`config.mk`:
```
export PLATFORM = sky130hd
export DESIGN_NAME = axi4l_mem_bridge_flat
export DESIGN_NICKNAME = d
export VERILOG_FILES = /design/src/rtl/axi4l_mem_bridge_if.sv /design/src/rtl/axi4l_mem_bridge.sv /design/src/flat_wrapper.sv
export SDC_FILE = /design/constraint.sdc
export NUM_CORES = 1
export LEC_CHECK = 0
export ABC_AREA = 1
export CAP_MARGIN = 20
export CORE_MARGIN = 2
export CORE_UTILIZATION = 42
export DETAILED_ROUTE_END_ITERATION = 12
export MAX_ROUTING_LAYER = met4
export PLACE_DENSITY_LB_ADDON = 0.12
export SETUP_SLACK_MARGIN = 0.05
export SLEW_MARGIN = 10
export SYNTH_ARGS = -nofsm -noshare
export SYNTH_HDL_FRONTEND = slang
export SYNTH_SLANG_ARGS = --single-unit
```
`constraint.sdc`:
```
create_clock -name clk_a -period 2.1 [get_ports clk_a]
set_input_delay 0.42 -clock clk_a [delete_from_list [all_inputs] [get_ports clk_a]]
set_output_delay 0.42 -clock clk_a [all_outputs]
set_load 0.05 [all_outputs]
```
`src/rtl/axi4l_mem_bridge_if.sv`:
```
// Memory-side request/response interface shared by the bridge and the
// accelerator address generator. A request is a one-cycle en pulse; the
// far side answers with a one-cycle valid, carrying dout for reads.
interface cnnip_mem_if #(
  parameter int ADDR_WIDTH = 12,
  parameter int DATA_WIDTH = 32
);
  logic                  en;
  logic                  we;
  logic [ADDR_WIDTH-1:0] addr;
  logic [DATA_WIDTH-1:0] din;
  logic [DATA_WIDTH-1:0] dout;
  logic                  valid;

  modport master (output en, output we, output addr, output din,
                  input  dout, input valid);
  modport slave  (input  en, input  we, input  addr, input  din,
                  output dout, output valid);
endinterface

```
`src/rtl/axi4l_mem_bridge.sv`:
```
// AXI4-Lite slave to cnnip_mem_if bridge. One transaction in flight at a
// time, reads and writes arbitrated round-robin, and a bounded wait for the
// memory-side valid so that unmapped addresses still get a response.
//
// state     | meaning
// ----------+---------------------------------------------------------
// IDLE      | waiting for AW+W or AR; readys pulse here for the accept
// WR_REQ    | en/we high for one cycle with addr/din
// WR_WAIT   | counting cycles until valid or timeout
// WR_RESP   | bvalid held until bready
// RD_REQ    | en high for one cycle with addr, we low
// RD_WAIT   | counting cycles until valid (capture dout) or timeout
// RD_RESP   | rvalid held until rready
module axi4l_mem_bridge #(
  parameter int ADDR_WIDTH = 12,
  parameter int DATA_WIDTH = 32,
  parameter int TIMEOUT    = 16,
  localparam int STRB_WIDTH = DATA_WIDTH / 8
) (
  input  logic                  clk_a,
  input  logic                  arstz_aq,
  input  logic [ADDR_WIDTH-1:0] s_axi_awaddr,
  input  logic                  s_axi_awvalid,
  output logic                  s_axi_awready,
  input  logic [DATA_WIDTH-1:0] s_axi_wdata,
  input  logic [STRB_WIDTH-1:0] s_axi_wstrb,
  input  logic                  s_axi_wvalid,
  output logic                  s_axi_wready,
  output logic [1:0]            s_axi_bresp,
  output logic                  s_axi_bvalid,
  input  logic                  s_axi_bready,
  input  logic [ADDR_WIDTH-1:0] s_axi_araddr,
  input  logic                  s_axi_arvalid,
  output logic                  s_axi_arready,
  output logic [DATA_WIDTH-1:0] s_axi_rdata,
  output logic [1:0]            s_axi_rresp,
  output logic                  s_axi_rvalid,
  input  logic                  s_axi_rready,
  cnnip_mem_if.master           to_mem_if
);

  localparam logic [2:0] S_IDLE    = 3'd0;
  localparam logic [2:0] S_WR_REQ  = 3'd1;
  localparam logic [2:0] S_WR_WAIT = 3'd2;
  localparam logic [2:0] S_WR_RESP = 3'd3;
  localparam logic [2:0] S_RD_REQ  = 3'd4;
  localparam logic [2:0] S_RD_WAIT = 3'd5;
  localparam logic [2:0] S_RD_RESP = 3'd6;

  localparam int CNT_W = $clog2(TIMEOUT + 1);
  localparam logic [1:0] RESP_OKAY   = 2'b00;
  localparam logic [1:0] RESP_SLVERR = 2'b10;

  logic [2:0]            state;
  logic [CNT_W-1:0]      to_cnt;
  logic                  last_was_write;
  logic                  en_q;
  logic                  we_q;
  logic [ADDR_WIDTH-1:0] addr_q;
  logic [DATA_WIDTH-1:0] din_q;

  logic wr_elig;
  logic rd_elig;
  logic pick_write;
  logic timeout_hit;

  assign to_mem_if.en   = en_q;
  assign to_mem_if.we   = we_q;
  assign to_mem_if.addr = addr_q;
  assign to_mem_if.din  = din_q;

  // Eligibility and round-robin pick; a write needs both AW and W present.
  always_comb begin
    wr_elig     = s_axi_awvalid && s_axi_wvalid;
    rd_elig     = s_axi_arvalid;
    pick_write  = wr_elig && (!rd_elig || !last_was_write);
    timeout_hit = (to_cnt == CNT_W'(TIMEOUT - 1));
  end

  // Transaction sequencer; every output is a register so nothing glitches
  // into the downstream bank decode.
  always_ff @(posedge clk_a or negedge arstz_aq) begin
    if (!arstz_aq) begin
      state          <= S_IDLE;
      to_cnt         <= '0;
      last_was_write <= 1'b0;
      s_axi_awready  <= 1'b0;
      s_axi_wready   <= 1'b0;
      s_axi_arready  <= 1'b0;
      s_axi_bvalid   <= 1'b0;
      s_axi_bresp    <= 2'b00;
      s_axi_rvalid   <= 1'b0;
      s_axi_rresp    <= 2'b00;
      s_axi_rdata    <= '0;
      en_q           <= 1'b0;
      we_q           <= 1'b0;
      addr_q         <= '0;
      din_q          <= '0;
    end else begin
      case (state)
        S_IDLE: begin
          if (s_axi_awready) begin
            // Accept cycle for a write: partial strobes are refused without
            // touching memory, since the banks only take full words.
            s_axi_awready  <= 1'b0;
            s_axi_wready   <= 1'b0;
            last_was_write <= 1'b1;
            if (&s_axi_wstrb) begin
              en_q   <= 1'b1;
              we_q   <= 1'b1;
              addr_q <= s_axi_awaddr;
              din_q  <= s_axi_wdata;
              state  <= S_WR_REQ;
            end else begin
              s_axi_bvalid <= 1'b1;
              s_axi_bresp  <= RESP_SLVERR;
              state        <= S_WR_RESP;
            end
          end else if (s_axi_arready) begin
            s_axi_arready  <= 1'b0;
            last_was_write <= 1'b0;
            en_q           <= 1'b1;
            we_q           <= 1'b0;
            addr_q         <= s_axi_araddr;
            din_q          <= '0;
            state          <= S_RD_REQ;
          end else if (pick_write) begin
            s_axi_awready <= 1'b1;
            s_axi_wready  <= 1'b1;
          end else if (rd_elig) begin
            s_axi_arready <= 1'b1;
          end
        end
        S_WR_REQ, S_RD_REQ: begin
          en_q   <= 1'b0;
          we_q   <= 1'b0;
          addr_q <= '0;
          din_q  <= '0;
          to_cnt <= '0;
          state  <= (state == S_WR_REQ) ? S_WR_WAIT : S_RD_WAIT;
        end
        S_WR_WAIT: begin
          if (to_mem_if.valid) begin
            s_axi_bvalid <= 1'b1;
            s_axi_bresp  <= RESP_OKAY;
            state        <= S_WR_RESP;
          end else if (timeout_hit) begin
            s_axi_bvalid <= 1'b1;
            s_axi_bresp  <= RESP_SLVERR;
            state        <= S_WR_RESP;
          end else begin
            to_cnt <= to_cnt + CNT_W'(1);
          end
        end
        S_RD_WAIT: begin
          if (to_mem_if.valid) begin
            s_axi_rvalid <= 1'b1;
            s_axi_rresp  <= RESP_OKAY;
            s_axi_rdata  <= to_mem_if.dout;
            state        <= S_RD_RESP;
          end else if (timeout_hit) begin
            s_axi_rvalid <= 1'b1;
            s_axi_rresp  <= RESP_SLVERR;
            s_axi_rdata  <= '0;
            state        <= S_RD_RESP;
          end else begin
            to_cnt <= to_cnt + CNT_W'(1);
          end
        end
        S_WR_RESP: begin
          if (s_axi_bready) begin
            s_axi_bvalid <= 1'b0;
            s_axi_bresp  <= 2'b00;
            state        <= S_IDLE;
          end
        end
        S_RD_RESP: begin
          if (s_axi_rready) begin
            s_axi_rvalid <= 1'b0;
            s_axi_rresp  <= 2'b00;
            s_axi_rdata  <= '0;
            state        <= S_IDLE;
          end
        end
        default: state <= S_IDLE;
      endcase
    end
  end

endmodule

```
`src/flat_wrapper.sv`:
```
// flat-port wrapper written by rule: the top's interface ports become plain ports
module axi4l_mem_bridge_flat 
#(
  parameter int ADDR_WIDTH = 12,
  parameter int DATA_WIDTH = 32,
  parameter int TIMEOUT    = 16,
  localparam int STRB_WIDTH = DATA_WIDTH / 8
)
  (clk_a, arstz_aq, s_axi_awaddr, s_axi_awvalid, s_axi_awready, s_axi_wdata, s_axi_wstrb, s_axi_wvalid, s_axi_wready, s_axi_bresp, s_axi_bvalid, s_axi_bready, s_axi_araddr, s_axi_arvalid, s_axi_arready, s_axi_rdata, s_axi_rresp, s_axi_rvalid, s_axi_rready, to_mem_if_en, to_mem_if_we, to_mem_if_addr, to_mem_if_din, to_mem_if_dout, to_mem_if_valid);
  cnnip_mem_if #(.ADDR_WIDTH(ADDR_WIDTH), .DATA_WIDTH(DATA_WIDTH)) to_mem_if_i ();
  input  logic clk_a;
  input  logic arstz_aq;
  input  logic [ADDR_WIDTH-1:0] s_axi_awaddr;
  input  logic s_axi_awvalid;
  output logic s_axi_awready;
  input  logic [DATA_WIDTH-1:0] s_axi_wdata;
  input  logic [STRB_WIDTH-1:0] s_axi_wstrb;
  input  logic s_axi_wvalid;
  output logic s_axi_wready;
  output logic [1:0] s_axi_bresp;
  output logic s_axi_bvalid;
  input  logic s_axi_bready;
  input  logic [ADDR_WIDTH-1:0] s_axi_araddr;
  input  logic s_axi_arvalid;
  output logic s_axi_arready;
  output logic [DATA_WIDTH-1:0] s_axi_rdata;
  output logic [1:0] s_axi_rresp;
  output logic s_axi_rvalid;
  input  logic s_axi_rready;
  output wire logic [$bits(to_mem_if_i.en)-1:0] to_mem_if_en;
  output wire logic [$bits(to_mem_if_i.we)-1:0] to_mem_if_we;
  output wire logic [$bits(to_mem_if_i.addr)-1:0] to_mem_if_addr;
  output wire logic [$bits(to_mem_if_i.din)-1:0] to_mem_if_din;
  input wire logic [$bits(to_mem_if_i.dout)-1:0] to_mem_if_dout;
  input wire logic [$bits(to_mem_if_i.valid)-1:0] to_mem_if_valid;
  assign to_mem_if_en = to_mem_if_i.en;
  assign to_mem_if_we = to_mem_if_i.we;
  assign to_mem_if_addr = to_mem_if_i.addr;
  assign to_mem_if_din = to_mem_if_i.din;
  assign to_mem_if_i.dout = to_mem_if_dout;
  assign to_mem_if_i.valid = to_mem_if_valid;
  axi4l_mem_bridge #(.ADDR_WIDTH(ADDR_WIDTH), .DATA_WIDTH(DATA_WIDTH), .TIMEOUT(TIMEOUT)) u_core (.clk_a(clk_a), .arstz_aq(arstz_aq), .s_axi_awaddr(s_axi_awaddr), .s_axi_awvalid(s_axi_awvalid), .s_axi_awready(s_axi_awready), .s_axi_wdata(s_axi_wdata), .s_axi_wstrb(s_axi_wstrb), .s_axi_wvalid(s_axi_wvalid), .s_axi_wready(s_axi_wready), .s_axi_bresp(s_axi_bresp), .s_axi_bvalid(s_axi_bvalid), .s_axi_bready(s_axi_bready), .s_axi_araddr(s_axi_araddr), .s_axi_arvalid(s_axi_arvalid), .s_axi_arready(s_axi_arready), .s_axi_rdata(s_axi_rdata), .s_axi_rresp(s_axi_rresp), .s_axi_rvalid(s_axi_rvalid), .s_axi_rready(s_axi_rready), .to_mem_if(to_mem_if_i));
endmodule
```
; After elaboration in Yosys (flattened, before gate mapping)
; Cells that the tools add are included.
[classes]
addsub = 1
reduce_logical = 23
bitwise_logic = 1
mux = 59
eq_ne = 18
[op_table]
columns = operator, n
row1 = two-way mux 32 bit, 6
row2 = one-hot mux 32 bit (2 select lines), 2
row3 = two-way mux 12 bit, 3
row4 = two-way mux 3 bit, 9
row5 = one-hot mux 12 bit (2 select lines), 1
row6 = two-way mux 1 bit, 21
row7 = one-hot mux 3 bit (6 select lines), 1
row8 = two-way mux 2 bit, 7
row9 = AND reduction 3 bit, 4
row10 = two-way mux 5 bit, 2
row11 = "!= test 2 bit, second input constant", 5
row12 = one-hot mux 5 bit (2 select lines), 1
row13 = AND reduction 5 bit, 2
row14 = nonzero test 2 bit, 5
row15 = "== test 3 bit, second input constant", 3
row16 = "== test 3 x 2 -> 1 bit, second input constant", 2
row17 = "!= test 3 x 2 -> 1 bit, second input constant", 2
row18 = one-hot mux 1 bit (2 select lines), 3
row19 = one-hot mux 2 bit (3 select lines), 1
row20 = "adder 5 x 1 -> 5 bit, second input constant", 1
row21 = "== test 5 x 4 -> 1 bit, second input constant", 1
row22 = "!= test 2 x 1 -> 1 bit, second input constant", 2
row23 = one-hot mux 2 bit (2 select lines), 1
row24 = AND reduction 2 bit, 2
row25 = 12 further kinds, 15
[totals]
out_inout_bits = 87
wordCells = 117
ff_bits = 96

; Logic depth before layout (Yosys ltp)
[logic_depth]
ltp_word = 6
mapped_depth = 10
depth_no_buf = 9

; Least setup slack after synthesis
; OpenSTA, ideal clock, no wires.
[synth_timing]
kind = reg2reg
startpoint = register u_core.to_cnt[0]
endpoint = register u_core.s_axi_rdata[0]
required_ps = 1970
setup_time_ps = 130
arrival_time_ps = 1735
synth_period_minus_slack_ps = 1866
setup_slack_ps = 234
n_path_buf = 1
stages_incl_launch_ff = 9
cell_sequence = dfrtp_1 -> ha_1 -> and3_1 -> ha_1 -> nor2_2 -> nand3_2 -> nand2_2 -> clkbuf_1 -> o21ai_1
[synth_via]
elab_chain_len = 3
[synth_rtl]
columns = element, line
row1 = "start, declared", axi4l_mem_bridge.sv:55  ; logic [CNT_W-1:0] to_cnt;
row2 = "start signal, assigned", axi4l_mem_bridge.sv:152  ; to_cnt <= to_cnt + CNT_W'(1);
row3 = "start signal, assigned", axi4l_mem_bridge.sv:167  ; to_cnt <= to_cnt + CNT_W'(1);
row4 = == test 5 x 4 -> 1 bit, axi4l_mem_bridge.sv:77  ; timeout_hit = (to_cnt == CNT_W'(TIMEOUT - 1));
row5 = != test 3 x 2 -> 1 bit (no line), -
row6 = AND reduction 3 bit (no line), -
row7 = "end signal, assigned", axi4l_mem_bridge.sv:159  ; s_axi_rdata <= to_mem_if.dout;
row8 = "end, declared", axi4l_mem_bridge.sv:35  ; output logic [DATA_WIDTH-1:0] s_axi_rdata,
; Every way passes these cells.
; A chain may end at the register's enable or synchronous reset.

; Final worst setup path
[layout_timing]
startpoint = register u_core.s_axi_arready
endpoint = output s_axi_arready
[layout_lines]
columns = element, line
row1 = "start, declared", axi4l_mem_bridge.sv:34  ; output logic s_axi_arready,
row2 = "start signal, assigned", axi4l_mem_bridge.sv:89  ; s_axi_arready <= 1'b0;
row3 = "start signal, assigned", axi4l_mem_bridge.sv:120  ; s_axi_arready <= 1'b0;
row4 = "start signal, assigned", axi4l_mem_bridge.sv:131  ; s_axi_arready <= 1'b1;
row5 = "end, declared", flat_wrapper.sv:25  ; output logic s_axi_arready;
; No word-level cell between the ends.

==> results.toml <==
[worst_setup_path]
crit_type = "flip-flop to output port"
cp_slowest_cell = "clkdlybuf4s50_1"
path_buf_inv = 1
cp_data_required_time_ps = 1680
critPathArrivalTime_ps = 1600
cp-end-kind = "output port"
critPathMaxFanout = 4
slowest_delay_ps = 830
critPathLaunchType = "flip-flop"
path_delay_family = "buffers and inverters"
crit_chain = "clkdlybuf4s50_1"

[route]
ant_nets = 0
drt-initial-drc-count = 149
viasPerCell = 4.87
drt_pass1_iterations = 5
routed_wl_um = 11400
wire_per_inst_um = 13.8
vias = 4035
drc = 0

[clock_network]
cts_resized = 0
cts-root-buf = "clkbuf_8"
cts_sinks = 94
clkTransAtPathRegs_ps = 90
cts_tree = "built"
clock_path_buffers = 2
post_cts_buffers = 0
cts_buffers = 9
h-tree-depth = 3
clk_latency_ps = 360

[timing]
fmax_ghz = 0.495
period_minus_slack_ps = 2020
final-setup-viol-count = 0
maxSlewViolCount = 0
relSlewSlack_pct = 63.0
hold_viol_final = 0
rsz0062_at_grt = "false"
setup-tns-final_ps = 0
setup_ws_ps = 79.9
worst_slew_pin_slew_ps = 553
finalCritPeriodShare_pct = 96.2
finClkSkew_ps = 8.88

[final_layout]
nets = 793
antennaDiodeCount = 0
area_delta_synth_final_pct = 50.7
drive_gt1_share_pct = 7.33

[place]
dp_slack_ps = 133
place_congestion = 0.822
numPortBuffers = 184
hpwlAfterDp_um = 8120

[floorplanning]
fp.coreArea_um2 = 9860
num_rows = 36
start_util_pct = 43.5
die_area_um2 = 11000
die_w_um = 105
fp.dieH_um = 105
num_io_pins = 187

[pwr]
p_leak_nw = 3.16
peakVddDrop_v = 0.000808
power.density_nw_per_um2 = 1350
intPower_w = 0.00448
power_switching_w = 0.00423
switching_share_pct = 48.6
p_seq_share_pct = 30.0
clockPowerShare_pct = 14.3
p_comb_share_pct = 55.7

[run]
maxCapViolCount = 0

[global_routing]
overflow = 0
grt_use_total_pct = 21.4
grt_pass1_wl_um = 18700
first_global_vias = 3838
antenna_found_initial = 0
grt_max_degree = 68

[synthesis]
postSynthAreaPerCell_um2 = 8.38
synth-seq-cells = 94
synth_cell_types = 27
synth_area_um2 = 4290
synth_cells = 512
yosysSeqAreaShare_pct = 54.8
yosysWarnings = 0

[min_path]
hold_path.class = "input port to asynchronous set/reset pin"

[run_status]
status = "finished clean"
-- layer usage --
metal / track usage (%) / share of wire, % / vias to the layer above
met5: - / 0 / -
met4: 8.10 / 2.4 / 0
met3: 3.18 / 4.9 / 20
met2: 34.6 / 49 / 132
met1: 27.4 / 44 / 1888
li1: - / - / 1995
-- layout by cell type (no fill, tap or decap), types with 2 or more instances in the layout --
| master | instances |
|---|---|
| nand4_1 | 14 |
| clkdlybuf4s50_1 | 181 |
| nand2_1 | 232 |
| inv_2 | 3 |
| nand3_1 | 54 |
| ha_1 | 2 |
| nand2_2 | 3 |
| dfrtp_1 | 94 |
| nor2_1 | 10 |
| o21ai_1 | 27 |
| clkbuf_8 | 11 |
| buf_4 | 11 |
| o21ai_0 | 6 |
| conb_1 | 2 |
| clkinv_2 | 2 |
| buf_12 | 4 |
| a21oi_1 | 3 |
| inv_1 | 14 |
| o21ai_2 | 5 |
| nor2_4 | 3 |
| xor2_1 | 2 |
| nand3_2 | 2 |
| nand2_4 | 2 |
-- per-stage QoR --
stage | cells | hold WS [ps] | instance area [um2] | utilization, % | power [W]
after floorplan | 513 | 124 | 4290 | - | 0.00605
after global placement | 811 | 290 | 6220 | 63.1 | 0.00738
after detailed placement | 811 | 292 | 6220 | 63.1 | 0.00748
after CTS | 828 | 449 | 6440 | 65.3 | 0.00874
after global routing | 829 | 467 | 6460 | 65.5 | 0.00925
final | 829 | 457 | 6460 | 65.5 | 0.00871
-- kinds of logic (layout without fill, tap and decap cells) --
group	count (synthesis)	count (layout)	share of synthesized area [%]
flops	94	94	54.8
fa+ha+maj	2	2	0.583
compound gates	43	43	5.57
buf+inv	48	231	6.48
other cells	1	2	0.0874
xor+xnor	2	2	0.408
simple gates	322	322	32.0
-- final timing paths --
path | end | cells past startpoint | from | slack (ps)
setup / recovery | s_axi_arready | 1 | u_core.s_axi_arready$_DFFE_PN0P_ | 80
hold / removal | u_core.s_axi_rdata[18]$_DFFE_PN0P_ | 2 | arstz_aq | 460
setup reg to reg | u_core.s_axi_rdata[16]$_DFFE_PN0P_ | 8 | u_core.to_cnt[0]$_DFFE_PN0P_ | 200
hold reg to reg | u_core.to_mem_if.din[23]$_DFFE_PN0P_ | 2 | u_core.to_mem_if.din[23]$_DFFE_PN0P_ | 470
max in group asynchronous | u_core.to_cnt[0]$_DFFE_PN0P_ | 3 | arstz_aq | 1120
min in group clk_a | u_core.to_mem_if.din[23]$_DFFE_PN0P_ | 2 | u_core.to_mem_if.din[23]$_DFFE_PN0P_ | 470
-- flip-flops by register name, summed over array words and instances, names as in the netlist, 3 cells and up --
| register | flops |
|---|---|
| u_core.s_axi_rdata | 32 |
| u_core.state | 3 |
| u_core.to_cnt | 5 |
| u_core.to_mem_if.addr | 12 |
| u_core.to_mem_if.din | 32 |
-- synthesized netlist by cell type --
cell,n,area share [%]
o21ai_2,5,1.0
clkbuf_2,1,0.12
a21oi_1,3,0.35
buf_6,8,2.1
nand3_2,2,0.47
nor2_1,10,0.88
conb_1,1,0.087
clkbuf_1,9,0.79
dfrtp_1,94,55
xor2_1,2,0.41
nand4_1,14,2.0
buf_4,8,1.4
ha_1,2,0.58
o211ai_1,1,0.18
nand2_4,2,0.53
buf_2,5,0.58
nand3_1,54,6.3
inv_2,3,0.26
inv_1,14,1.2
nand2_1,232,20
o21bai_1,1,0.18
nand2_2,3,0.44
nor2_4,3,0.79
o21ai_1,27,3.2
and3_1,1,0.15
nor2_2,1,0.15
o21ai_0,6,0.70
-- layout make-up --
class                   instances  area, um2
clock buffers                  11        151
clock inverters                 5       56.3
fillers                       825       3400
inverters                      17       63.8
multi-input cells             371       1660
flip-flops and latches         94       2350
well taps                     133        166
repair buffers                198       2010
-- power groups by stage --
stage	Combinational [W]	Clock [W]	Sequential (W)
CTS	0.00484	0.00129	0.00261
detailed placement	0.00483	0	0.00265
finish	0.00485	0.00124	0.00261
global route	0.00521	0.00136	0.00268
global placement	0.00474	0	0.00263
floorplan	0.00185	0	0.00419
-- what timing repair did --
action,4_1_cts,5_1_grt
endpoints found under the setup margin,0,25
endpoints found under the hold margin,12,0
hold buffers,1,0
(Power assumes the default switching activity.)
